`src/rtl/acc5x4_stream.sv`:
```
// acc5x4_stream: streaming accumulator that sums groups of COUNT unsigned
// WIDTH-bit operands and presents each group total on a valid/ready output.
// Optional feature: define ACC5X4_CLEAR_EN to add a synchronous 'clr' abort
// input that discards the group in progress or the pending total.
module acc5x4_stream #(
    parameter int WIDTH = 5,
    parameter int COUNT = 4,
    parameter int OUT_W = 7
) (
    input  logic             clk,
    input  logic             rst_n,
`ifdef ACC5X4_CLEAR_EN
    input  logic             clr,
`endif
    input  logic             in_valid,
    output logic             in_ready,
    input  logic [WIDTH-1:0] in_data,
    output logic             out_valid,
    input  logic             out_ready,
    output logic [OUT_W-1:0] out_sum,
    output logic             busy
);

    localparam int CNT_W = (COUNT > 1) ? $clog2(COUNT) : 1;
    localparam logic [CNT_W-1:0] LAST = CNT_W'(COUNT - 1);

    typedef enum logic {
        ACCUM = 1'b0,
        HOLD  = 1'b1
    } state_t;

    state_t           state;
    state_t           state_next;
    logic [OUT_W-1:0] acc;
    logic [OUT_W-1:0] acc_next;
    logic [OUT_W-1:0] sum_reg;
    logic [OUT_W-1:0] sum_next;
    logic [CNT_W-1:0] cnt;
    logic [CNT_W-1:0] cnt_next;
    logic [OUT_W-1:0] operand;
    logic             started;
    logic             in_fire;
    logic             out_fire;
    logic             abort;

`ifdef ACC5X4_CLEAR_EN
    assign abort = clr;
`else
    assign abort = 1'b0;
`endif

    assign operand = OUT_W'(in_data);
    assign out_sum = sum_reg;

    // Hold off in_ready until the first edge after reset has been released
    always_ff @(posedge clk or negedge rst_n) begin
        if (!rst_n) begin
            started <= 1'b0;
        end else begin
            started <= 1'b1;
        end
    end

    // State register; reset forces ACCUM so out_valid drops immediately
    always_ff @(posedge clk or negedge rst_n) begin
        if (!rst_n) begin
            state <= ACCUM;
        end else begin
            state <= state_next;
        end
    end

    // Datapath registers: running sum, operand count and held group total
    always_ff @(posedge clk or negedge rst_n) begin
        if (!rst_n) begin
            acc     <= '0;
            cnt     <= '0;
            sum_reg <= '0;
        end else begin
            acc     <= acc_next;
            cnt     <= cnt_next;
            sum_reg <= sum_next;
        end
    end

    // Handshake decode, next-state and datapath update; abort beats any transfer
    always_comb begin
        state_next = state;
        acc_next   = acc;
        cnt_next   = cnt;
        sum_next   = sum_reg;
        in_ready   = started && (state == ACCUM);
        out_valid  = (state == HOLD);
        busy       = (state == ACCUM) && (cnt != '0);
        in_fire    = in_valid && in_ready;
        out_fire   = out_valid && out_ready;

        if (abort) begin
            state_next = ACCUM;
            acc_next   = '0;
            cnt_next   = '0;
        end else begin
            case (state)
                ACCUM: begin
                    if (in_fire) begin
                        if (cnt == LAST) begin
                            sum_next   = acc + operand;
                            acc_next   = '0;
                            cnt_next   = '0;
                            state_next = HOLD;
                        end else begin
                            acc_next = acc + operand;
                            cnt_next = cnt + CNT_W'(1);
                        end
                    end
                end
                HOLD: begin
                    if (out_fire) begin
                        state_next = ACCUM;
                    end
                end
                default: begin
                    state_next = ACCUM;
                end
            endcase
        end
    end

endmodule

```
`config.mk`:
```
export PLATFORM = sky130hd
export DESIGN_NAME = acc5x4_stream
export DESIGN_NICKNAME = d
export VERILOG_FILES = /design/src/rtl/acc5x4_stream.sv
export SDC_FILE = /design/constraint.sdc
export NUM_CORES = 1
export LEC_CHECK = 0
export CORE_MARGIN = 3
export CORE_UTILIZATION = 50
export DETAILED_ROUTE_END_ITERATION = 10
export GPL_ROUTABILITY_DRIVEN = 0
export PLACE_DENSITY = 0.76
export REMOVE_ABC_BUFFERS = 1
export SYNTH_ARGS = -nofsm -noshare
export SYNTH_HDL_FRONTEND = slang
export SYNTH_SLANG_ARGS = --single-unit
```
`constraint.sdc`:
```
create_clock -name clk -period 5.3 [get_ports clk]
set_clock_uncertainty 0.2 [all_clocks]
set_input_delay 0.53 -clock clk [delete_from_list [all_inputs] [get_ports clk]]
set_output_delay 0.53 -clock clk [all_outputs]
set_load 0.005 [all_outputs]
```
### After elaboration in Yosys (flattened, before gate mapping)

Index checks and enable logic that the tools add are counted.

* input bits: 9
* output and inout port bits: 10
* logic and storage cells: 22
* register bits after elaboration: 18

* bitwise operators: 1
* muxes and demuxes: 6
* add/sub/neg operators: 2
* reduce and logical (&&, ||, !) cells: 7
* equality and inequality tests: 1

Operators by type and width (count)
* $add A7 B5 Y7: 1
* $mux W7: 1
* $logic_and A1 B1 Y1: 4
* $mux W1: 3
* $reduce_and A3 Y1: 1
* $add A2 B1 Y2 const B: 1
* $eq A2 B2 Y1 const B: 1
* $mux W2: 1
* $pmux W1 S2: 1
* $reduce_and A2 Y1: 1
* $reduce_bool A2 Y1: 1
* $not A1 Y1: 1

### Logic depth before layout (Yosys ltp)

Gate-level depths: netlist (run 1).

* depth in word-level cells: 5
* gate-level depth with buffers: 7

### Worst setup path before layout (run 1)

OpenSTA, ideal clock, no wires.

* path type: input-to-reg
* from: input port in_data[0]
* to: register acc[6]
* library setup time: 0.083 ns
* arrival time: 1.947 ns
* slack: 3.070 ns
* stages on the path: 7
* cell sequence: ha_1 > inv_1 > fa_1 > and2b_1 > o2111ai_1 > a2111o_1 > o21ai_0

* word-level cells in the longest chain between the ends: 2

Ends and longest elaborated chain
* from (decl): RTL line 17 `input logic [WIDTH-1:0] in_data,`
* $add A7 B5 Y7: RTL line 112 `acc_next = acc + operand;`
* $mux W7: RTL line 106 `if (cnt == LAST) begin`
* to (signal assigned): RTL line 80 `acc <= acc_next;`
* to (decl): RTL line 34 `logic [OUT_W-1:0] acc;`

No other way between the ends.
A chain may end at the register's enable or synchronous reset.

### Final worst setup path (run 1)

Same ends and word-level chain as after synthesis.

==> metrics.cfg, run 1 <==
[finish]
diodes = 0
n_fill_cell = 151
drive_gt1_share_pct = 4.27
finalNetCount = 136
fin_util_pct = 66.8
area_growth_pct = 22.8

[pwr]
power_frac_clock_pct = 11.1
p_per_area_nw_per_um2 = 498
total_power_mw = 0.594
comb_power_share_pct = 49.3
p_leak_nw = 0.549
seqPwrFrac_pct = 39.5
intPower_mw = 0.375
vdd_drop_max_mv = 0.248
power.switching_mw = 0.219
swShare_pct = 36.9

[die]
core_area_um2 = 1780
die_h_um = 50.0
dieArea_um2 = 2500
start_util_pct = 54.4
rows = 15
ioPinCount = 19
die_w_um = 50.0

[timing]
finalSetupTns_ns = 0
maxSlewHeadroom_pct = 46.6
rsz0062_at_grt = false
setup_violations = 0
hold_viol = 0
min_period_ns = 2.51
drv_slew = 0
period_share_pct = 47.4
worst_pin_slew_ns = 0.798
fmaxAchievable_mhz = 398

[logic_synthesis]
netlist_top_cells_area = dfrtp_1 (46%), ha_1 (9.0%), nand2_1 (5.4%), inv_1 (3.9%), o31ai_1 (3.9%)
async_flop_share_pct = 100
ys_ff_latch = 18
synth.cell_area_um2 = 970
synth_commonest_cells = dfrtp_1 (18), nand2_1 (14), inv_1 (10), ha_1 (7), o21ai_0 (7)
post-synth-top-count-cell = dfrtp_1
yosysTopAreaCellShare_pct = 46.5
ys_seq_area_share_pct = 46.5
syn_avg_cell_area_um2 = 9.79
synth_top_area_cell = dfrtp_1
yosys_warnings = 0
ys.flop_type = dfrtp_1
synth_edf_count = 0
synthCells = 99
ys_types = 32

[critical_path]
cp-end-kind = flip-flop
worstReg2RegStart = cnt[0]
arrival_ns = 2.52
crit_start = in_data[0]
cp-start-kind = input port
critPathKind = input port to flip-flop
crit_required_ns = 5.30
critPathMaxFanout = 4

[route]
wl_per_cell_um = 13.3
drt-pass1-iter-count = 4
postRouteWirelength_um = 1890
ant_nets = 0
vias_per_cell = 5.35
num_vias = 760
drc = 0
drtIter0Drc = 10

[grt]
grt_pass1_vias = 787
gr-usage-all-layers_pct = 17.3
grt_overflow = 0
antenna_found_initial = 0
grt_first_pass_wirelength_um = 3320
grt_max_degree = 19

[clocking]
max-clock-path-buffers = 2
h-tree-depth = 1
hold_buffers = 0
postCtsSetupRepairBufs = 0
cts.root.buffer_cell = clkbuf_4
insertion_delay_ns = 0.29
cts.clk_slew.worst_paths_ns = 0.10
cts_tree = done
cts_resized = 0
clkSinkCount = 18
numCtsBuffers = 3

[run]
cap_violations = 0

[status]
status = finished clean

[placed_design]
hpwl_um = 1360
port-buffer-count = 18

[worst_hold_path]
hp-class = flip-flop to flip-flop
worstHoldStart = out_sum[3]

-- logic make-up (layout without fill, tap and decap cells) --
family / after synthesis / count (layout) / synth area share, %
buffers and inverters: 13 / 31 / 5.16
and+or+nand+nor: 29 / 29 / 13.9
AOI/OAI and AO/OA: 26 / 26 / 18.8
adders and majority gates: 8 / 8 / 11.1
xor gates and xnor gates: 2 / 2 / 1.81
muxes: 2 / 2 / 2.32
other: 1 / 1 / 0.387
DFF: 18 / 18 / 46.5
-- sequential cells by signal (all words and copies together) (netlist names) --
register and flops:
acc 7, cnt 2, out_sum 7, started 1
out_valid 1
-- final timing paths --
kind	endpoint	slack, ns	cells after the start
max in group asynchronous	cnt[0]	3.91	1
min in group asynchronous	acc[3]	0.49	1
max reg2reg	out_sum[0]	3.10	3
max	acc[6]	2.79	8
min	out_sum[3]	0.28	2
min reg2reg	out_sum[3]	0.28	2
-- stage by stage --
stage	worst slack [ns]	hold WS, ns	instances	area, um^2
floorplan	3.07	0.0344	96	957
global placement	2.55	0.262	139	1170
detailed placement	2.49	0.269	139	1170
CTS	2.79	0.293	142	1190
global route	2.68	0.312	142	1190
finish	2.79	0.285	142	1190
-- cell type report --
class / instances / area [um^2] / area share [%]
flip-flops and latches: 18 / 450 / 37.8
repair buffers: 18 / 180 / 15.1
well taps: 25 / 31.3 / 2.63
inverters: 10 / 37.5 / 3.15
multi-input cells: 68 / 469 / 39.4
clock buffers: 3 / 22.5 / 1.89
-- metal layers --
metal / global-route usage, % / part of all wire, % / up-vias
met1: 21.3 / 47 / 357
li1: - / - / 382
met5: 0 / 0 / -
met2: 28.5 / 47 / 16
met4: 6.45 / 1.7 / 0
met3: 4.53 / 4.3 / 5
-- worst max-delay path: stages --
cell and delay (ns):
clkdlybuf4s50_1 0.46, ha_1 0.16, inv_1 0.05, fa_1 0.39, and2b_1 0.23, o2111ai_1 0.18
a2111o_1 0.44, o21ai_0 0.08
-- power groups by stage --
stage / clock network (mW) / registers (mW) / logic [mW]
finish: 0.0661 / 0.235 / 0.293
global route: 0.0733 / 0.244 / 0.332
CTS: 0.0687 / 0.235 / 0.294
detailed placement: 0 / 0.238 / 0.292
global placement: 0 / 0.234 / 0.282
floorplan: 0 / 0.233 / 0.178
-- placed cells by master, fill, tap and decap left out, types with 2 or more instances in the layout --
cell type        instances
o21a_1                   3
clkdlybuf4s50_1         18
clkbuf_4                 3
nand2_1                 14
dfrtp_1                 18
mux2_2                   2
o31ai_1                  5
a21o_1                   2
nand3_1                  3
nor3_1                   4
o21ai_0                  7
inv_1                   10
ha_1                     7
nor2_1                   3
(Power assumes the default switching activity.)
==> run 2: changes to the inputs <==
==> constraint.sdc (replaced) <==
create_clock -name clk -period 2.51 [get_ports clk]
set_clock_uncertainty 0.2 [all_clocks]
set_input_delay 0.251 -clock clk [delete_from_list [all_inputs] [get_ports clk]]
set_output_delay 0.251 -clock clk [all_outputs]
set_load 0.005 [all_outputs]
==> metrics.cfg, run 2 (same netlist as run 1, synthesis figures left out) <==
[critical_path]
worstReg2RegStart = acc[0]
cp-end-kind = flip-flop
path_buf_inv = 2
slowest_delay_ns = 0.46
cpMaxStageDelayCell = clkdlybuf4s50_1
critical-path-top-delay-family = compound AO/OA/AOI/OAI gates
crit_required_ns = 2.53
arrival_ns = 2.21
crit_start = in_data[0]
path_cells = clkdlybuf4s50_1, ha_1, inv_1, fa_1, and2b_1, o2111ai_1, a2111o_1, o21ai_0
critPathKind = input port to flip-flop
critPathMaxFanout = 3
cp-start-kind = input port

[grt]
gr-usage-all-layers_pct = 18.5
globalRouteMet3Util_pct = 3.32
use_met1_pct = 24.1
gr-max-usage-layer = met2
grt_pass1_vias = 873
grt_first_pass_wirelength_um = 3610
grt_max_degree = 19
antenna_found_initial = 0
use_met2_pct = 29.8
grt_overflow = 0

[timing]
finalSetupTns_ns = 0
min_period_ns = 2.20
period_share_pct = 87.6
rsz0062_at_grt = false
hold_viol = 0
setup_violations = 0
holdWs_ns = 0.0859
drv_slew = 0
fmaxAchievable_mhz = 455

[clocking]
cts_tree = done
insertion_delay_ns = 0.29
max-clock-path-buffers = 2
numCtsBuffers = 3
cts_resized = 0
hold_buffers = 0
clkSinkCount = 18
postCtsSetupRepairBufs = 0
h-tree-depth = 1
cts.root.buffer_cell = clkbuf_4
cts.clk_slew.worst_paths_ns = 0.09

[route]
drc = 0
wl_per_cell_um = 12.7
postRouteWirelength_um = 1860
drt-pass1-iter-count = 4
drtIter0Drc = 13
vias_per_cell = 5.16
num_vias = 754
ant_nets = 0

[status]
status = finished clean

[run]
cap_violations = 0

[finish]
design_area_um2 = 1220
drive_gt1_share_pct = 7.44
mostFrequentLayoutCells = dfrtp_1 (18), clkdlybuf4s50_1 (18), nand2_1 (14)
finalNetCount = 140
diodes = 0
n_fill_cell = 148
area_growth_pct = 25.9

[die]
die_w_um = 50.0
rows = 15
core_area_um2 = 1780
start_util_pct = 54.4
dieArea_um2 = 2500
die_h_um = 50.0
ioPinCount = 19

[placed_design]
dpl-instance-area_um2 = 1200
port-buffer-count = 18
hpwl_um = 1440

[pwr]
power.switching_mw = 0.459
comb_power_share_pct = 49.4
p_per_area_nw_per_um2 = 1030
swShare_pct = 36.5
seqPwrFrac_pct = 39.5
p_leak_nw = 0.567
vdd_drop_max_mv = 0.522
power_frac_clock_pct = 11.1
intPower_mw = 0.800

[worst_hold_path]
hp-class = input port to async pin

run 2: power by group through the flow:
stage                     registers (mW)  clock network (mW)  logic (mW)
after floorplan                    0.492                   0       0.377
after global placement             0.494                   0       0.607
after detailed placement           0.504                   0       0.628
after CTS                          0.498               0.148       0.630
after global routing               0.520               0.158       0.721
final                              0.497               0.140       0.623
run 2: per-stage QoR:
stage,util (%),std cells,power [mW],worst slack (ns)
final,68.5,146,1.26,0.312
after detailed placement,67.2,143,1.13,0.0207
after floorplan,-,96,0.868,0.478
after global placement,67.2,143,1.10,0.0671
after CTS,68.5,146,1.28,0.329
after global routing,68.5,146,1.40,0.212
run 2: worst paths after layout:
path | to | slack [ns] | cells after the start
max | acc[6] | 0.31 | 8
min | acc[3] | 0.09 | 2
max reg2reg | acc[6] | 0.36 | 7
min reg2reg | out_sum[2] | 0.29 | 2
max in group asynchronous | out_sum[5] | 1.83 | 2
min in group clk | out_sum[2] | 0.29 | 2
run 2: area by class of cell:
cell class,instances,area (um^2),share of cell area [%]
Multi-Input combinational cell,68,469,38.4
Sequential cell,18,450,36.9
Timing Repair Buffer,22,210,17.2
Inverter,10,37.5,3.07
Tap cell,25,31.3,2.56
Clock buffer,3,22.5,1.84
run 2: metal layers:
metal  routed length, um  part of all wire, %  vias to the layer above
li1                    -                    -                      392
met1                 884                   48                      341
met2                 884                   48                       17
met3                  61                  3.3                        4
met4                  27                  1.5                        0
met5                   0                    0                        -
==> run 3: changes to the inputs <==
==> constraint.sdc (replaced) <==
create_clock -name clk -period 2.4 [get_ports clk]
set_clock_uncertainty 0.2 [all_clocks]
set_input_delay 0.24 -clock clk [delete_from_list [all_inputs] [get_ports clk]]
set_output_delay 0.24 -clock clk [all_outputs]
set_load 0.005 [all_outputs]
==> metrics.cfg, run 3 (same netlist as run 1, synthesis figures left out) <==
[grt]
use_met1_pct = 22.3
gr-max-usage-layer = met2
globalRouteMet3Util_pct = 2.72
grt_overflow = 0
gr-usage-all-layers_pct = 17.5
grt_max_degree = 19
use_met2_pct = 28.5
antenna_found_initial = 0
grt_pass1_vias = 793
grt_first_pass_wirelength_um = 3370

[pwr]
p_per_area_nw_per_um2 = 1080
total_power_mw = 1.33
p_leak_nw = 0.571
vdd_drop_max_mv = 0.548

[critical_path]
critPathMaxFanout = 3
cp-start-kind = input port
arrival_ns = 2.20
critPathKind = input port to flip-flop
crit_required_ns = 2.41
slowest_delay_ns = 0.46
path_cells = clkdlybuf4s50_1, ha_1, inv_1, fa_1, and2b_1, o2111ai_1, a2111o_1, o21ai_0
cp-end-kind = flip-flop
cpMaxStageDelayCell = clkdlybuf4s50_1

[die]
core_area_um2 = 1780
die_w_um = 50.0
ioPinCount = 19
rows = 15
die_h_um = 50.0
dieArea_um2 = 2500
start_util_pct = 54.4

[route]
drt-pass1-iter-count = 4
drc = 0
wl_per_cell_um = 12.8
vias_per_cell = 5.27
postRouteWirelength_um = 1880
drtIter0Drc = 7
num_vias = 774
ant_nets = 0

[finish]
multi_input_area_um2 = 469
drive_gt1_share_pct = 8.20
n_fill_cell = 147
mostFrequentLayoutCells = dfrtp_1 (18), clkdlybuf4s50_1 (18), nand2_1 (14)
final_cells = 147
layout.area.seq_um2 = 450
area_growth_pct = 26.7
finalNetCount = 141
diodes = 0

[timing]
hold_viol = 0
fmaxAchievable_mhz = 458
period_share_pct = 91.0
rsz0062_at_grt = false
min_period_ns = 2.19
drv_slew = 0
setup_violations = 0

[clocking]
hold_buffers = 0
cts_resized = 0
cts_tree = done
cts.root.buffer_cell = clkbuf_4
max-clock-path-buffers = 2
postCtsSetupRepairBufs = 0
h-tree-depth = 1
clkSinkCount = 18
numCtsBuffers = 3
cts.clk_slew.worst_paths_ns = 0.10
insertion_delay_ns = 0.29

[placed_design]
port-buffer-count = 18
dp_cells = 144
hpwl_um = 1440

[worst_hold_path]
hp-class = input port to async pin

[run]
cap_violations = 0

[status]
status = finished clean

[run 3: through the flow]
stage          utilization [%]  hold slack [ns]  setup TNS, ns  worst slack (ns)  area [um^2]
2_1_floorplan                -           -0.256              0             0.368          957
3_3_place_gp              67.6            0.264       -0.00909          -0.00909         1210
3_5_place_dp              67.6            0.272        -0.0881           -0.0881         1210
4_1_cts                   68.9           0.0787              0             0.214         1230
5_1_grt                   68.9           0.0867              0             0.126         1230
6_report                  68.9           0.0723              0             0.215         1230
[run 3: area by class of cell]
type / instances / share of cell area, %
multi-input cells: 68 / 38.2
flip-flops and latches: 18 / 36.7
repair buffers: 23 / 17.7
inverters: 10 / 3.05
well taps: 25 / 2.55
clock buffers: 3 / 1.83
[run 3: where the power goes]
part	switching [mW]	internal [mW]	total, mW
Combinational	0.311	0.355	0.666
Sequential	0.0864	0.431	0.517
Clock	0.0881	0.0583	0.146
[run 3: worst max-delay path: cells and delay by family]
kind | cells | cell delay, ns
and+or+nand+nor | 1 | 0.22
adders and majority gates | 2 | 0.54
AOI/OAI and AO/OA | 3 | 0.69
buffers and inverters | 2 | 0.51
[run 3: layer usage]
metal / up-vias / wire (um)
li1: 392 / -
met1: 363 / 886
met2: 13 / 882
met3: 6 / 64
met4: 0 / 46
met5: - / 0
[run 3: worst paths after layout]
path	startpoint	cells after the start	endpoint	slack [ns]
setup reg to reg	acc[0]	7	acc[6]	0.26
hold / removal	rst_n	2	acc[3]	0.07
max in group asynchronous	rst_n	2	cnt[1]	1.74
hold reg to reg	out_sum[2]	2	out_sum[2]	0.29
setup / recovery	in_data[0]	8	acc[6]	0.21
min in group clk	out_sum[2]	2	out_sum[2]	0.29
